`src/rtl/alu_logic_pkg.sv`:
```
// Shared opcode encodings and the per-bit logic function for the ALU logic pipe.
package alu_logic_pkg;

    localparam logic [2:0] OP_AND   = 3'b000;
    localparam logic [2:0] OP_OR    = 3'b001;
    localparam logic [2:0] OP_XOR   = 3'b010;
    localparam logic [2:0] OP_NOTA  = 3'b011;
    localparam logic [2:0] OP_NAND  = 3'b100;
    localparam logic [2:0] OP_NOR   = 3'b101;
    localparam logic [2:0] OP_XNOR  = 3'b110;
    localparam logic [2:0] OP_PASSB = 3'b111;

    // Every opcode is bitwise, so the result is built one bit at a time by the caller.
    function automatic logic alu_logic_bit(input logic [2:0] op, input logic a, input logic b);
        logic r;
        case (op)
            OP_AND:  r = a & b;
            OP_OR:   r = a | b;
            OP_XOR:  r = a ^ b;
            OP_NOTA: r = ~a;
            OP_NAND: r = ~(a & b);
            OP_NOR:  r = ~(a | b);
            OP_XNOR: r = ~(a ^ b);
            default: r = b; // OP_PASSB
        endcase
        return r;
    endfunction

endpackage

```
`src/rtl/alu_logic_fifo.sv`:
```
// Result buffer for alu_logic_pipe: DEPTH-entry FIFO with valid/ready on both sides.
// in_ready depends only on occupancy, never on the same-cycle pop.
module alu_logic_fifo
    import alu_logic_pkg::*;
#(
    parameter int unsigned DW    = 8,
    parameter int unsigned DEPTH = 2
) (
    input  logic          clk,
    input  logic          rst_n,
    input  logic          in_valid,
    output logic          in_ready,
    input  logic [DW-1:0] in_data,
    output logic          out_valid,
    input  logic          out_ready,
    output logic [DW-1:0] out_data
);

    localparam int unsigned PW = $clog2(DEPTH);
    localparam int unsigned CW = PW + 1;
    localparam logic [CW-1:0] DepthC = CW'(DEPTH);

    logic [DW-1:0] mem_q [DEPTH];
    logic [PW-1:0] wr_ptr_q, wr_ptr_d;
    logic [PW-1:0] rd_ptr_q, rd_ptr_d;
    logic [CW-1:0] count_q, count_d;
    logic          push, pop;

    assign in_ready  = (count_q < DepthC);
    assign out_valid = (count_q != '0);
    assign push      = in_valid & in_ready;
    assign pop       = out_valid & out_ready;
    assign out_data  = mem_q[rd_ptr_q];

    // Next-state for pointers and occupancy; pointers wrap naturally (DEPTH is a power of two).
    always_comb begin
        wr_ptr_d = wr_ptr_q;
        rd_ptr_d = rd_ptr_q;
        count_d  = count_q;
        if (push) wr_ptr_d = wr_ptr_q + PW'(1);
        if (pop)  rd_ptr_d = rd_ptr_q + PW'(1);
        case ({push, pop})
            2'b10:   count_d = count_q + CW'(1);
            2'b01:   count_d = count_q - CW'(1);
            default: count_d = count_q;
        endcase
    end

    // Pointer and occupancy registers.
    always_ff @(posedge clk or negedge rst_n) begin
        if (!rst_n) begin
            wr_ptr_q <= '0;
            rd_ptr_q <= '0;
            count_q  <= '0;
        end else begin
            wr_ptr_q <= wr_ptr_d;
            rd_ptr_q <= rd_ptr_d;
            count_q  <= count_d;
        end
    end

    // Storage array; contents need no reset because out_valid gates their use.
    always_ff @(posedge clk) begin
        if (push) mem_q[wr_ptr_q] <= in_data;
    end

endmodule

```
`src/rtl/alu_logic_pipe.sv`:
```
// Bitwise logic unit with accumulator and a buffered valid/ready result stream.
// Optional feature macro: ALU_LOGIC_FLAGS_EN adds registered zero/parity outputs
// stored alongside each result.
module alu_logic_pipe
    import alu_logic_pkg::*;
#(
    parameter int unsigned WIDTH = 8,
    parameter int unsigned DEPTH = 2
) (
    input  logic             clk,
    input  logic             rst_n,
    input  logic [WIDTH-1:0] A,
    input  logic [WIDTH-1:0] B,
    input  logic [2:0]       S,
    input  logic             acc_sel,
    input  logic             acc_clr,
    input  logic             in_valid,
    output logic             in_ready,
    output logic [WIDTH-1:0] OUT,
    output logic             out_valid,
    input  logic             out_ready
`ifdef ALU_LOGIC_FLAGS_EN
    ,
    output logic             zero,
    output logic             parity
`endif
);

`ifdef ALU_LOGIC_FLAGS_EN
    localparam int unsigned FW = 2;
`else
    localparam int unsigned FW = 0;
`endif
    localparam int unsigned DW = WIDTH + FW;

    logic [WIDTH-1:0] acc_q, acc_d;
    logic [WIDTH-1:0] op_a;
    logic [WIDTH-1:0] result;
    logic [DW-1:0]    wr_data;
    logic [DW-1:0]    head;
    logic             push;

    assign push = in_valid & in_ready;

    // Datapath: select operand A, then apply the opcode bit by bit.
    always_comb begin
        op_a   = acc_sel ? acc_q : A;
        result = '0;
        for (int i = 0; i < int'(WIDTH); i++) begin
            result[i] = alu_logic_bit(S, op_a[i], B[i]);
        end
    end

`ifdef ALU_LOGIC_FLAGS_EN
    assign wr_data = {(result == '0), ^result, result};
`else
    assign wr_data = result;
`endif

    // Accumulator next-state: clear wins over the same-cycle update.
    always_comb begin
        acc_d = acc_q;
        if (acc_clr)   acc_d = '0;
        else if (push) acc_d = result;
    end

    // Accumulator register.
    always_ff @(posedge clk or negedge rst_n) begin
        if (!rst_n) acc_q <= '0;
        else        acc_q <= acc_d;
    end

    alu_logic_fifo #(
        .DW    (DW),
        .DEPTH (DEPTH)
    ) u_fifo (
        .clk       (clk),
        .rst_n     (rst_n),
        .in_valid  (in_valid),
        .in_ready  (in_ready),
        .in_data   (wr_data),
        .out_valid (out_valid),
        .out_ready (out_ready),
        .out_data  (head)
    );

    // Output gating keeps OUT and flags at their idle values whenever the buffer is empty.
    always_comb begin
        OUT = out_valid ? head[WIDTH-1:0] : '0;
`ifdef ALU_LOGIC_FLAGS_EN
        zero   = out_valid ? head[WIDTH+1] : 1'b1;
        parity = out_valid ? head[WIDTH]   : 1'b0;
`endif
    end

endmodule

```
`config.mk`:
```
export PLATFORM = sky130hd
export DESIGN_NAME = alu_logic_pipe
export DESIGN_NICKNAME = d
export VERILOG_FILES = /design/src/rtl/alu_logic_pkg.sv /design/src/rtl/alu_logic_fifo.sv /design/src/rtl/alu_logic_pipe.sv
export SDC_FILE = /design/constraint.sdc
export NUM_CORES = 1
export LEC_CHECK = 0
export CAP_MARGIN = 20
export CORE_MARGIN = 3
export CORE_UTILIZATION = 54
export DETAILED_ROUTE_END_ITERATION = 16
export PLACE_DENSITY = 0.86
export SLEW_MARGIN = 20
export SYNTH_ARGS = -nofsm -noshare
export SYNTH_HDL_FRONTEND = slang
export SYNTH_HIERARCHICAL = 1
export SYNTH_SLANG_ARGS = --single-unit
```
`constraint.sdc`:
```
create_clock -name clk -period 2.9 [get_ports clk]
set_clock_uncertainty 0.2 [all_clocks]
set_input_delay 0.435 -clock clk [delete_from_list [all_inputs] [get_ports clk]]
set_output_delay 0.435 -clock clk [all_outputs]
set_load 0.02 [all_outputs]
```
==> results_dict.tcl, run 1 <==
set metrics [dict create \
    ys_seq_area_frac 0.369 \
    synth_top_cells_by_count "inv_1, ha_1, edfxtp_1, a21oi_1, nand2_1" \
    htreeDepth 1 \
    synthTopCellsByArea "edfxtp_1, dfrtp_1, ha_1" \
    portBuffers 34 \
    ys.flop_type "edfxtp_1" \
    ys_seq_elements 28 \
    syn_area_um2 2110 \
    initial_core_util 0.569 \
    grt_pass1_wl_um 6670 \
    synth_edf_count 16 \
    core_area_um2 3720 \
    internal_power_mw 1.12 \
    cts_tree "yes" \
    cts_buffers 3 \
    cap_violations 0 \
    synthCells 220 \
    viasPerCell 5.25 \
    crit_path_start_kind "input pin" \
    firstDrtPassIters 4 \
    grt_max_degree 18 \
    p_leak_nw 1.14 \
    root_buffer "clkbuf_8" \
    antenna_found_initial 0 \
    fin_setup_tns_ps 0 \
    grt_usage 0.185 \
    synthXorXnorAreaFrac 0.0497 \
    seqPwrFrac 0.355 \
    critPathRequiredTime_ps 2730 \
    die_h_um 68.6 \
    areaGrowthSynthToFinish_pct 22.8 \
    numClockSinks 28 \
    synth_mux_area_frac 0.0876 \
    switching_share 0.330 \
    post_synth.cell_area_avg_um2 9.61 \
    hpwlAfterDp_um 3150 \
    ys_types 41 \
    synthSimpleGateAreaFrac 0.159 \
    synth_fa_ha_area_frac 0.101 \
    avgRoutedWirePerCell_um 13.2 \
    gp_congestion 0.798 \
    synth_top_cell_by_area "edfxtp_1" \
    placementRows 22 \
    n_antenna_cell 0 \
    max-slew-margin-rel 0.542 \
    slew_violations 0 \
    worst_pin_slew_ps 684 \
    io_pins 35 \
    setup_viol 0 \
    yosysTopAreaCellShare 0.227 \
    wl_um 4050 \
    route.vias.total 1612 \
    worstPathArrival_ps 2420 \
    post_cts_buffers 0 \
    yosysMostFrequentCell "inv_1" \
    fin_crit_ps 2590 \
    peakVddDrop_uv 254 \
    holdBufCountCts 0 \
    synth_compound_area_frac 0.143 \
    path_max_fanout 7 \
    yosysWarningCount 6 \
    cts_buffer_depth 2 \
    drive_gt1_frac 0.131 \
    switchingPower_uw 550 \
    hold_path_class "flop to flop" \
    insertion_delay_ps 270 \
    synth_top_family_by_area "simple AND/OR/NAND/NOR gates" \
    clk_pin_slew_worst_paths_ps 90 \
    postSynth.asyncResetShare 0.429 \
    drcViolationCount 0 \
    combPwrFrac 0.467 \
    grt_remaining_overflow 0 \
    die_w_um 68.6 \
    grt_setup_unrepaired "false" \
    fin_crit_sh 0.893 \
    timing.hold.ws_ps 296 \
    p_per_area_nw_per_um2 643 \
    cts_resized 0 \
    status "complete, no violations" \
    drt_iter0_drc 59 \
    die_area_um2 4700 \
    max_freq_mhz 386 \
    drtAntennaViolNets 0 \
    hold_viol_final 0 \
    worstSetupPathType "input pin to flop" \
    grt_pass1_vias 1493 \
    syn_nets 262 \
    p_clk_frac 0.178 \
    fin_nets 302 \
    end_kind "flop" \
]
## routing by layer
metal | vias to the layer above | GRT usage | wire [um]
met5 | - | 0 | 0
met2 | 31 | 0.334 | 2000
met3 | 5 | 0.0178 | 137
li1 | 832 | - | -
met1 | 744 | 0.230 | 1860
met4 | 0 | 0.0596 | 50
## sequential cells by signal, indices dropped and copies added, names as in the netlist
name,count
acc_q,8
u_fifo/count_q,2
u_fifo/mem_q,16
u_fifo/rd_ptr_q,1
u_fifo/wr_ptr_q,1
## through the flow
step | std cells | instance area (um^2) | util | setup slack, ps | total power [mW]
6_report | 307 | 2590 | 0.698 | 310 | 1.67
5_1_grt | 307 | 2590 | 0.698 | 154 | 1.78
4_1_cts | 307 | 2590 | 0.698 | 303 | 1.69
3_5_place_dp | 303 | 2520 | 0.679 | 29.7 | 1.38
3_3_place_gp | 303 | 2520 | 0.679 | 63.9 | 1.36
2_1_floorplan | 220 | 2110 | - | 527 | 1.09
## cells in the final DEF (no fill, tap or decap), types with 3 or more instances in the layout
cell type | netlist | layout
ha_1 | 17 | 17
mux2_2 | 8 | 8
mux2i_1 | 8 | 8
o22ai_1 | 6 | 6
nor2b_1 | 9 | 9
nor2_1 | 9 | 9
edfxtp_1 | 16 | 16
buf_4 | 2 | 11
and2_1 | 8 | 8
o21ai_0 | 12 | 12
clkbuf_8 | 1 | 3
dfrtp_1 | 12 | 12
inv_1 | 26 | 26
nand2_1 | 13 | 13
and2b_2 | 4 | 4
o21ai_1 | 8 | 8
a22oi_1 | 6 | 6
xnor2_1 | 11 | 11
clkdlybuf4s50_1 | 0 | 34
a21oi_1 | 13 | 13
## cells by family after synthesis
logic type               Yosys count
buffers and inverters             37
adder cells (fa/ha/maj)           17
XOR/XNOR                          12
AND/OR/NAND/NOR                   58
AO/OA/AOI/OAI                     51
flip-flops                        28
multiplexers                      17
## final cells by class
type | instances | area [um^2]
Tap cell | 48 | 60.1
Fill cell | 291 | 1120
Multi-Input combinational cell | 155 | 1140
Clock buffer | 3 | 41.3
Sequential cell | 28 | 781
Timing Repair Buffer | 46 | 443
Clock inverter | 1 | 30.0
Inverter | 26 | 97.6
## worst paths after layout
kind | from | to | slack [ps] | cells past startpoint
max | acc_sel | u_fifo/mem_q[1][1] | 310 | 9
min | acc_q[7] | acc_q[7] | 300 | 2
max reg2reg | acc_q[0] | u_fifo/mem_q[1][0] | 700 | 8
min reg2reg | acc_q[7] | acc_q[7] | 300 | 2
max in group asynchronous | rst_n | acc_q[0] | 1820 | 1
min in group asynchronous | rst_n | u_fifo/rd_ptr_q | 310 | 1
## critical path: stages
cell	delay, ps
clkdlybuf4s50_1	550
buf_12	150
mux2i_1	320
ha_1	290
nor2b_1	140
xnor2_1	110
o21ai_0	90
o22ai_1	240
inv_1	90
## power by group through the flow
stage	Sequential, mW	Clock [mW]	Combinational (mW)
floorplan	0.565	0	0.530
global placement	0.595	0	0.761
detailed placement	0.600	0	0.778
CTS	0.594	0.305	0.786
global route	0.604	0.321	0.858
finish	0.592	0.297	0.779
No activity file was read; power rests on OpenSTA's default activity.
==> run 2: changes to the inputs <==
--- a/config.mk
+++ b/config.mk
@@ -9,6 +9,7 @@
 export CORE_MARGIN = 3
 export CORE_UTILIZATION = 54
 export DETAILED_ROUTE_END_ITERATION = 16
+export HOLD_SLACK_MARGIN = 0.15
 export PLACE_DENSITY = 0.86
 export SLEW_MARGIN = 20
 export SYNTH_ARGS = -nofsm -noshare
==> results of run 2 <==
The final DEF is identical to that of run 1; final timing and power are the same.
